## src/rtl/uart_rx_ctrl_if.sv

```systemverilog
// Serial-receive bundle between the line/config side and the UART receive controller.
// Latency: none; plain wires grouped for port hygiene.
// Backpressure: none; the serial line and strobes are free-running.
interface uart_rx_ctrl_if;
  logic RX_in;
  logic parity_en;
  logic parity_odd;
  logic rx_bit;
  logic shift;
  logic busy;
  logic rx_done;
  logic parity_err;
  logic frame_err;

  // Line/config driver side.
  modport master (
    output RX_in, parity_en, parity_odd,
    input  rx_bit, shift, busy, rx_done, parity_err, frame_err
  );

  // Receive controller side.
  modport slave (
    input  RX_in, parity_en, parity_odd,
    output rx_bit, shift, busy, rx_done, parity_err, frame_err
  );
endinterface

```

## src/rtl/uart_rx_ctrl.sv

```systemverilog
// UART receive controller: 2-flop sync, 16x oversampled start check, mid-bit shift strobes, parity/stop check.
// Latency: rx_bit lags RX_in by 2 clk; rx_done at mid stop bit, 9*16*BAUD_DIV clk after start validation (10x with parity).
// Backpressure: none; the serial line cannot be stalled, so the downstream sipo must take every shift strobe.
module uart_rx_ctrl #(
  parameter int BAUD_DIV = 27,
  parameter int DIV_W    = 8
) (
  input  logic          clk,
  input  logic          reset,
  uart_rx_ctrl_if.slave bus
);

  typedef enum logic [2:0] {IDLE, START, DATA, PARITY, STOP} state_t;

  state_t           state, state_nxt;
  logic             rx_meta, rx_sync;
  logic [DIV_W-1:0] div_cnt, div_nxt;
  logic [3:0]       samp_cnt, samp_nxt;
  logic [2:0]       bit_cnt, bit_cnt_nxt;
  logic             par_acc, par_acc_nxt;
  logic             par_bit, par_bit_nxt;
  logic             par_en_l, par_en_nxt;
  logic             par_odd_l, par_odd_nxt;
  logic             armed, armed_nxt;
  logic             parity_err_r, parity_err_nxt;
  logic             frame_err_r, frame_err_nxt;
  logic             shift_c, done_c;
  logic             tick, mid_start, sample_pt;

  assign tick      = (div_cnt == DIV_W'(BAUD_DIV - 1));
  assign mid_start = tick && (samp_cnt == 4'd7);
  assign sample_pt = tick && (samp_cnt == 4'd15);

  // Two-flop synchroniser; idles high so a reset never looks like a start edge.
  always_ff @(posedge clk) begin
    if (reset) begin
      rx_meta <= 1'b1;
      rx_sync <= 1'b1;
    end else begin
      rx_meta <= bus.RX_in;
      rx_sync <= rx_meta;
    end
  end

  // Frame state and counters register.
  always_ff @(posedge clk) begin
    if (reset) begin
      state        <= IDLE;
      div_cnt      <= '0;
      samp_cnt     <= '0;
      bit_cnt      <= '0;
      par_acc      <= 1'b0;
      par_bit      <= 1'b0;
      par_en_l     <= 1'b0;
      par_odd_l    <= 1'b0;
      armed        <= 1'b0;
      parity_err_r <= 1'b0;
      frame_err_r  <= 1'b0;
    end else begin
      state        <= state_nxt;
      div_cnt      <= div_nxt;
      samp_cnt     <= samp_nxt;
      bit_cnt      <= bit_cnt_nxt;
      par_acc      <= par_acc_nxt;
      par_bit      <= par_bit_nxt;
      par_en_l     <= par_en_nxt;
      par_odd_l    <= par_odd_nxt;
      armed        <= armed_nxt;
      parity_err_r <= parity_err_nxt;
      frame_err_r  <= frame_err_nxt;
    end
  end

  // Next-state, counter and strobe logic for one frame.
  always_comb begin
    state_nxt      = state;
    div_nxt        = div_cnt;
    samp_nxt       = samp_cnt;
    bit_cnt_nxt    = bit_cnt;
    par_acc_nxt    = par_acc;
    par_bit_nxt    = par_bit;
    par_en_nxt     = par_en_l;
    par_odd_nxt    = par_odd_l;
    armed_nxt      = armed;
    parity_err_nxt = parity_err_r;
    frame_err_nxt  = frame_err_r;
    shift_c        = 1'b0;
    done_c         = 1'b0;

    // Oversample timing only runs inside a frame.
    if (state != IDLE) begin
      div_nxt = tick ? '0 : div_cnt + 1'b1;
      if (tick) samp_nxt = samp_cnt + 1'b1;
    end

    case (state)
      IDLE: begin
        div_nxt  = '0;
        samp_nxt = '0;
        // A line held low after a bad stop bit must go high before it can start a frame.
        if (rx_sync) armed_nxt = 1'b1;
        if (armed && !rx_sync) begin
          state_nxt = START;
          armed_nxt = 1'b0;
        end
      end
      START: begin
        if (mid_start) begin
          if (!rx_sync) begin
            state_nxt   = DATA;
            samp_nxt    = '0;
            bit_cnt_nxt = '0;
            par_acc_nxt = 1'b0;
            par_en_nxt  = bus.parity_en;
            par_odd_nxt = bus.parity_odd;
          end else begin
            state_nxt = IDLE;
          end
        end
      end
      DATA: begin
        if (sample_pt) begin
          shift_c     = 1'b1;
          samp_nxt    = '0;
          par_acc_nxt = par_acc ^ rx_sync;
          bit_cnt_nxt = bit_cnt + 1'b1;
          if (bit_cnt == 3'd7) state_nxt = par_en_l ? PARITY : STOP;
        end
      end
      PARITY: begin
        if (sample_pt) begin
          samp_nxt    = '0;
          par_bit_nxt = rx_sync;
          state_nxt   = STOP;
        end
      end
      STOP: begin
        if (sample_pt) begin
          samp_nxt       = '0;
          done_c         = 1'b1;
          frame_err_nxt  = ~rx_sync;
          parity_err_nxt = par_en_l & (par_acc ^ par_bit ^ par_odd_l);
          state_nxt      = IDLE;
        end
      end
      default: state_nxt = IDLE;
    endcase
  end

  // Strobes come straight from registered state so sipo samples rx_bit on the same edge;
  // reset masks them so an aborted frame never emits a late strobe.
  assign bus.shift      = shift_c & ~reset;
  assign bus.rx_done    = done_c & ~reset;
  assign bus.busy       = (state != IDLE);
  assign bus.rx_bit     = rx_sync;
  assign bus.parity_err = parity_err_r;
  assign bus.frame_err  = frame_err_r;

endmodule

```

## src/flat_wrapper.sv

```systemverilog
// flat-port wrapper written by rule: the top's interface ports become plain ports
module uart_rx_ctrl_flat 
#(
  parameter int BAUD_DIV = 27,
  parameter int DIV_W    = 8
)
  (clk, reset, bus_RX_in, bus_parity_en, bus_parity_odd, bus_rx_bit, bus_shift, bus_busy, bus_rx_done, bus_parity_err, bus_frame_err);
  uart_rx_ctrl_if bus_i ();
  input  logic clk;
  input  logic reset;
  input wire logic [$bits(bus_i.RX_in)-1:0] bus_RX_in;
  input wire logic [$bits(bus_i.parity_en)-1:0] bus_parity_en;
  input wire logic [$bits(bus_i.parity_odd)-1:0] bus_parity_odd;
  output wire logic [$bits(bus_i.rx_bit)-1:0] bus_rx_bit;
  output wire logic [$bits(bus_i.shift)-1:0] bus_shift;
  output wire logic [$bits(bus_i.busy)-1:0] bus_busy;
  output wire logic [$bits(bus_i.rx_done)-1:0] bus_rx_done;
  output wire logic [$bits(bus_i.parity_err)-1:0] bus_parity_err;
  output wire logic [$bits(bus_i.frame_err)-1:0] bus_frame_err;
  assign bus_i.RX_in = bus_RX_in;
  assign bus_i.parity_en = bus_parity_en;
  assign bus_i.parity_odd = bus_parity_odd;
  assign bus_rx_bit = bus_i.rx_bit;
  assign bus_shift = bus_i.shift;
  assign bus_busy = bus_i.busy;
  assign bus_rx_done = bus_i.rx_done;
  assign bus_parity_err = bus_i.parity_err;
  assign bus_frame_err = bus_i.frame_err;
  uart_rx_ctrl #(.BAUD_DIV(BAUD_DIV), .DIV_W(DIV_W)) u_core (.clk(clk), .reset(reset), .bus(bus_i));
endmodule
```

## config.mk

```make
export PLATFORM = sky130hd
export DESIGN_NAME = uart_rx_ctrl_flat
export DESIGN_NICKNAME = d
export VERILOG_FILES = /design/src/rtl/uart_rx_ctrl_if.sv /design/src/rtl/uart_rx_ctrl.sv /design/src/flat_wrapper.sv
export SDC_FILE = /design/constraint.sdc
export NUM_CORES = 1
export LEC_CHECK = 0
export ABC_AREA = 0
export BUFFER_PORTS_ARGS = -buffer_cell sky130_fd_sc_hd__buf_4
export CELL_PAD_IN_SITES_DETAIL_PLACEMENT = 1
export CELL_PAD_IN_SITES_GLOBAL_PLACEMENT = 2
export CORE_MARGIN = 2
export CORE_UTILIZATION = 35
export DETAILED_ROUTE_END_ITERATION = 16
export GPL_ROUTABILITY_DRIVEN = 0
export PLACE_DENSITY = 0.8
export SLEW_MARGIN = 20
export SYNTH_ARGS = -nofsm -noshare
export SYNTH_HDL_FRONTEND = slang
export SYNTH_SLANG_ARGS = --single-unit
```

## constraint.sdc

```tcl
create_clock -name clk -period 2.3 [get_ports clk]
set_input_delay 0.115 -clock clk [delete_from_list [all_inputs] [get_ports clk]]
set_output_delay 0.115 -clock clk [all_outputs]
set_load 0.05 [all_outputs]
```

==> impl_metrics.ini, run 1 <==
[placed_design]
place_area_um2 = 1530
pre_cts_ws_ns = 0.265
port_buffers = 10
dpl.hpwl_mm = 2.52

[finish]
drive_above_1_share_pct = 14.8
postLayoutCoreUtil_pct = 42.4
syn2layout_area_growth_pct = 14.8
layout_common_cells = dfxtp_1 (27), nor2_1 (18), buf_4 (16)
design_area_um2 = 1580
diodes = 0
fill_cells = 462
layout_commonest_cell = dfxtp_1
nets = 187

[synth]
synth_flop_cell = dfxtp_1
async_reset_ff_share_pct = 0
synth.top_cell.area_share_pct = 39.4
synth_edf_count = 0
ys_ff_latch = 27
syn-cell-area_um2 = 1370
yosysWarningCount = 0
netlist_instances = 164
synth_area_leader_cell = dfxtp_1
synth-seq-area-share_pct = 39.4
syn_nets = 174
syn_avg_cell_area_um2 = 8.37
synthTopCellsByArea = dfxtp_1 (39%), nor2_1 (4.9%), ha_1 (4.6%)
yosysUniqueCellTypes = 40

[timing]
rsz0062_at_grt = false
finalCritPeriodShare_pct = 92.2
worst_clock_skew_ns = 0.00819
whs_ns = 0.0231
post-route-min-period_ns = 2.12
fmax_ghz = 0.472
setup_tns_ns = 0
slew_headroom_pct = 62.5
setup_violations = 0
finalMaxSlewViolations = 0
hold_viol = 0
fin_ws_ns = 0.180
worst_pin_slew_ns = 0.559

[die]
start_util_pct = 36.9
dieArea_um2 = 4440
core_region_area_um2 = 3720
die_y_um = 66.6
pin_count = 11
std_cell_rows = 22
die_x_um = 66.6

[global_routing]
met3_usage_pct = 2.53
grt_pass1_wl_mm = 5.81
top_usage_layer = met2
use_met2_pct = 29.0
antenna_found_initial = 0
grt_start_max_net_pins = 18
gr-total-overflow = 0
grt_usage_pct = 16.9
grt_pass1_vias = 1241
grt_use_met1_pct = 22.3

[worst_setup_path]
path_cells = or3_1 > or3_1 > nor3_2 > buf_4
crit_slowest_cell = or3_1
cp.depth = 4
startpoint_type = flip-flop
critical-path-top-delay-family = simple AND/OR/NAND/NOR gates
path_buf_inv = 1
cp.required_ns = 2.18
worst_setup_path_end_kind = primary output
critPathMostFrequentCell = or3_1
cp_slowest_stage_delay_ns = 0.48
cp_max_fo = 6
critPathKind = flip-flop to primary output
r2r_cells = 4
crit_arrival_ns = 2.00

[routing]
drt_iter0_markers = 77
ant_nets = 0
drc = 0
dr.pass1.iters = 4
drt_wl_total_mm = 3.29
routedWlPerCell_um = 14.7
avgViaCountPerCell = 5.59
vias = 1253

[clock_network]
htreeDepth = 1
hold_buffers = 0
numCtsBuffers = 3
root_buffer = clkbuf_8
cts_setup_buffers = 0
cts_tree = done
clockBufferDepth = 2
insertion_delay_ns = 0.27
ctsResizeCount = 0
cts_sinks = 27
clk_pin_slew_ns = 0.09

[job]
cap_violations = 0

[pwr]
ir_drop_mv = 0.218
powerDensity_nw_per_um2 = 495
p_leak_nw = 0.540

[outcome]
status = completed

[min_path]
hold_class = input pin to flip-flop
worstHoldPathCells = 2
## sequential cells by signal, indices dropped and copies added (netlist names)
signal and count:
u_core.armed 1, u_core.bit_cnt 3, u_core.bus.frame_err 1, u_core.bus.parity_err 1, u_core.bus.rx_bit 1, u_core.div_cnt 8, u_core.par_acc 1, u_core.par_bit 1
u_core.par_en_l 1, u_core.par_odd_l 1, u_core.rx_meta 1, u_core.samp_cnt 4, u_core.state 3
## report_power, final
part | switching [W] | internal, W | leakage [nW] | total (W)
clock network | 0.000144 | 0.000124 | 0.0228 | 0.000268
logic | 0.0000227 | 0.0000143 | 0.299 | 0.0000370
registers | 0.00000390 | 0.000471 | 0.218 | 0.000475
## area by class of cell
| type | instances | area, um^2 | area share, % |
|---|---|---|---|
| inverter | 4 | 15.0 | 0.953 |
| timing repair buffer | 16 | 120 | 7.63 |
| tap | 48 | 60.1 | 3.81 |
| sequential | 27 | 541 | 34.3 |
| clock buffer | 4 | 45.0 | 2.86 |
| multi-input combinational | 125 | 795 | 50.4 |
## per-stage QoR
stage,std cells,total power (W)
2_1_floorplan,164,0.000508
3_3_place_gp,220,0.000522
3_5_place_dp,220,0.000523
4_1_cts,224,0.000792
5_1_grt,224,0.000813
6_report,224,0.000780
## cells by family (layout without fill, tap and decap cells)
| kind of cell | Yosys count | count (layout) | synth area share (%) |
|---|---|---|---|
| and+or+nand+nor | 72 | 72 | 28.3 |
| xor gates and xnor gates | 10 | 10 | 6.38 |
| muxes | 5 | 5 | 3.65 |
| adders and majority gates | 5 | 5 | 4.56 |
| AOI/OAI and AO/OA | 33 | 33 | 14.2 |
| buffers and inverters | 12 | 24 | 3.46 |
| DFF | 27 | 27 | 39.4 |
## synthesized netlist by cell type, types with 2 or more instances
| cell type | count |
|---|---|
| ha_1 | 5 |
| or2_2 | 2 |
| mux2i_1 | 5 |
| inv_1 | 3 |
| o211ai_1 | 2 |
| o21ai_0 | 10 |
| nand2_1 | 9 |
| nor4_1 | 2 |
| dfxtp_1 | 27 |
| or3_1 | 4 |
| o2111ai_1 | 2 |
| o21ai_1 | 2 |
| nor3_1 | 7 |
| nor2_1 | 18 |
| nor2b_1 | 2 |
| clkbuf_1 | 6 |
| nand3b_1 | 2 |
| nand2b_1 | 4 |
| a21oi_1 | 11 |
| nand4_1 | 4 |
| nand3_1 | 8 |
| xor2_1 | 5 |
| xnor2_1 | 5 |
| or3b_2 | 3 |
## path summary, 6_finish.rpt
path | startpoint | endpoint | slack, ns
max | u_core.div_cnt[2]$_SDFFE_PP0N_ | bus_rx_done | 0.18
min | bus_RX_in | u_core.rx_meta$_SDFF_PP1_ | 0.02
max reg2reg | u_core.div_cnt[2]$_SDFFE_PP0N_ | u_core.bit_cnt[0]$_SDFFE_PP0P_ | 0.24
min reg2reg | u_core.rx_meta$_SDFF_PP1_ | u_core.bus.rx_bit$_SDFF_PP1_ | 0.42
## per-layer routing
metal  up-vias  part of all wire [%]
met5         -                     0
met4         0                  0.91
met3         5                   3.0
met2        19                    48
met1       618                    48
li1        611                     -
Note: power is estimated with default switching activity, not from simulation.
==> run 2, diff against run 1 <==
CORE_MARGIN = 1   (was 2)
SLEW_MARGIN = 30   (was 20)
==> impl_metrics.ini, run 2 (synthesized netlist as in run 1, its figures left out) <==
[outcome]
status = completed

[finish]
multi_input_area_um2 = 795
layout_commonest_cell = dfxtp_1
syn2layout_area_growth_pct = 15.3
top_regs = u_core.div_cnt (8), u_core.samp_cnt (4)
largest_reg_flops = 8
fill_cells = 467
layout_common_cells = dfxtp_1 (27), nor2_1 (18), buf_4 (17)
seq_area_um2 = 541
drive_above_1_share_pct = 15.3
design_area_um2 = 1580
nets = 188
largest-register = u_core.div_cnt
diodes = 0

[timing]
fin_ws_ns = 0.185
worst_clock_skew_ns = 0.00983
whs_ns = 0.0238
post-route-min-period_ns = 2.12
fmax_ghz = 0.473
worst_pin_slew_ns = 0.559
hold_viol = 0
slew_headroom_pct = 62.5
finalMaxSlewViolations = 0
rsz0062_at_grt = false
setup_violations = 0
finalCritPeriodShare_pct = 92.0
setup_tns_ns = 0

[worst_setup_path]
cp.required_ns = 2.18
path_cells = or3_1 > or3_1 > nor3_2 > buf_4
crit_slowest_cell = or3_1
rr_endpoint = u_core.bit_cnt[0]$_SDFFE_PP0P_
startpoint_type = flip-flop
crit_arrival_ns = 2.00
r2r_cells = 4
critPathKind = flip-flop to primary output
cp_slowest_stage_delay_ns = 0.49
rr_startpoint = u_core.div_cnt[2]$_SDFFE_PP0N_
crit_end = bus_rx_done
reg2reg_setup_slack_ns = 0.19
startpoint = u_core.div_cnt[2]$_SDFFE_PP0N_
worst_setup_path_end_kind = primary output
cp_max_fo = 6
critPathMostFrequentCell = or3_1

[clock_network]
ctsResizeCount = 0
insertion_delay_ns = 0.28
clk_pin_slew_ns = 0.09
cts_setup_buffers = 0
numCtsBuffers = 3
hold_buffers = 0
root_buffer = clkbuf_8
clockBufferDepth = 2
cts_sinks = 27
cts_tree = done
htreeDepth = 1

[pwr]
powerDensity_nw_per_um2 = 496
ir_drop_mv = 0.239
p_leak_nw = 0.546
power.total_w = 0.000784

[die]
start_util_pct = 36.9
dieArea_um2 = 4180
core_region_area_um2 = 3720
std_cell_rows = 22
pin_count = 11
die_y_um = 64.6
die_x_um = 64.6

[global_routing]
grt_usage_pct = 19.6
grt_start_max_net_pins = 18
antenna_found_initial = 0
grt_pass1_vias = 1321
gr-total-overflow = 0
grt_pass1_wl_mm = 6.30

[min_path]
hold_class = input pin to flip-flop
min_from = bus_RX_in

[routing]
routedWlPerCell_um = 15.6
drc = 0
drt_wl_total_mm = 3.52
avgViaCountPerCell = 5.46
dr.pass1.iters = 4
ant_nets = 0
drt_iter0_markers = 45
vias = 1228

[placed_design]
pre_cts_ws_ns = 0.220
dpl.hpwl_mm = 2.67
place_area_um2 = 1540
port_buffers = 10

[job]
cap_violations = 0
[run 2: cell count changes in the layout (fill, tap and decap cells not counted), sizes merged]
cell | previous run | this run
buf | 16 | 17
[run 2: worst min-delay path by stage]
stage | to | slack, ns | cells past startpoint
final | u_core.rx_meta$_SDFF_PP1_ | 0.02 | 2
after global routing | u_core.rx_meta$_SDFF_PP1_ | 0.03 | 2
after CTS | u_core.rx_meta$_SDFF_PP1_ | 0.02 | 2
after detailed placement | u_core.rx_meta$_SDFF_PP1_ | 0.30 | 2
after global placement | u_core.rx_meta$_SDFF_PP1_ | 0.30 | 2
after floorplan | u_core.rx_meta$_SDFF_PP1_ | 0.22 | 1
[run 2: critical path: cells and delay by family (launching register included)]
kind	cells	cell delay (ns)
buffers and inverters	1	0.22
and+or+nand+nor	3	1.15
DFF	1	0.37
[run 2: per-layer routing]
metal,vias to the layer above,share of wire [%],global-route usage [%]
met1,585,48,24.9
met2,17,48,34.2
met5,-,0,0
met4,0,1.7,6.67
li1,619,-,-
met3,7,1.9,2.29
[run 2: power breakdown]
group	switching, W	total, W	internal [W]
Clock	0.000148	0.000272	0.000124
Combinational	0.0000233	0.0000376	0.0000143
Sequential	0.00000382	0.000475	0.000471
[run 2: final cells by class]
type,count,share of cell area (%)
Inverter,4,0.949
Sequential cell,27,34.2
Clock buffer,4,2.85
Multi-Input combinational cell,125,50.2
Tap cell,48,3.79
Timing Repair Buffer,17,8.06
[run 2: metrics by stage]
stage,instances,util [%]
floorplan,164,-
global placement,221,41.4
detailed placement,221,41.4
CTS,225,42.6
global route,225,42.6
finish,225,42.6
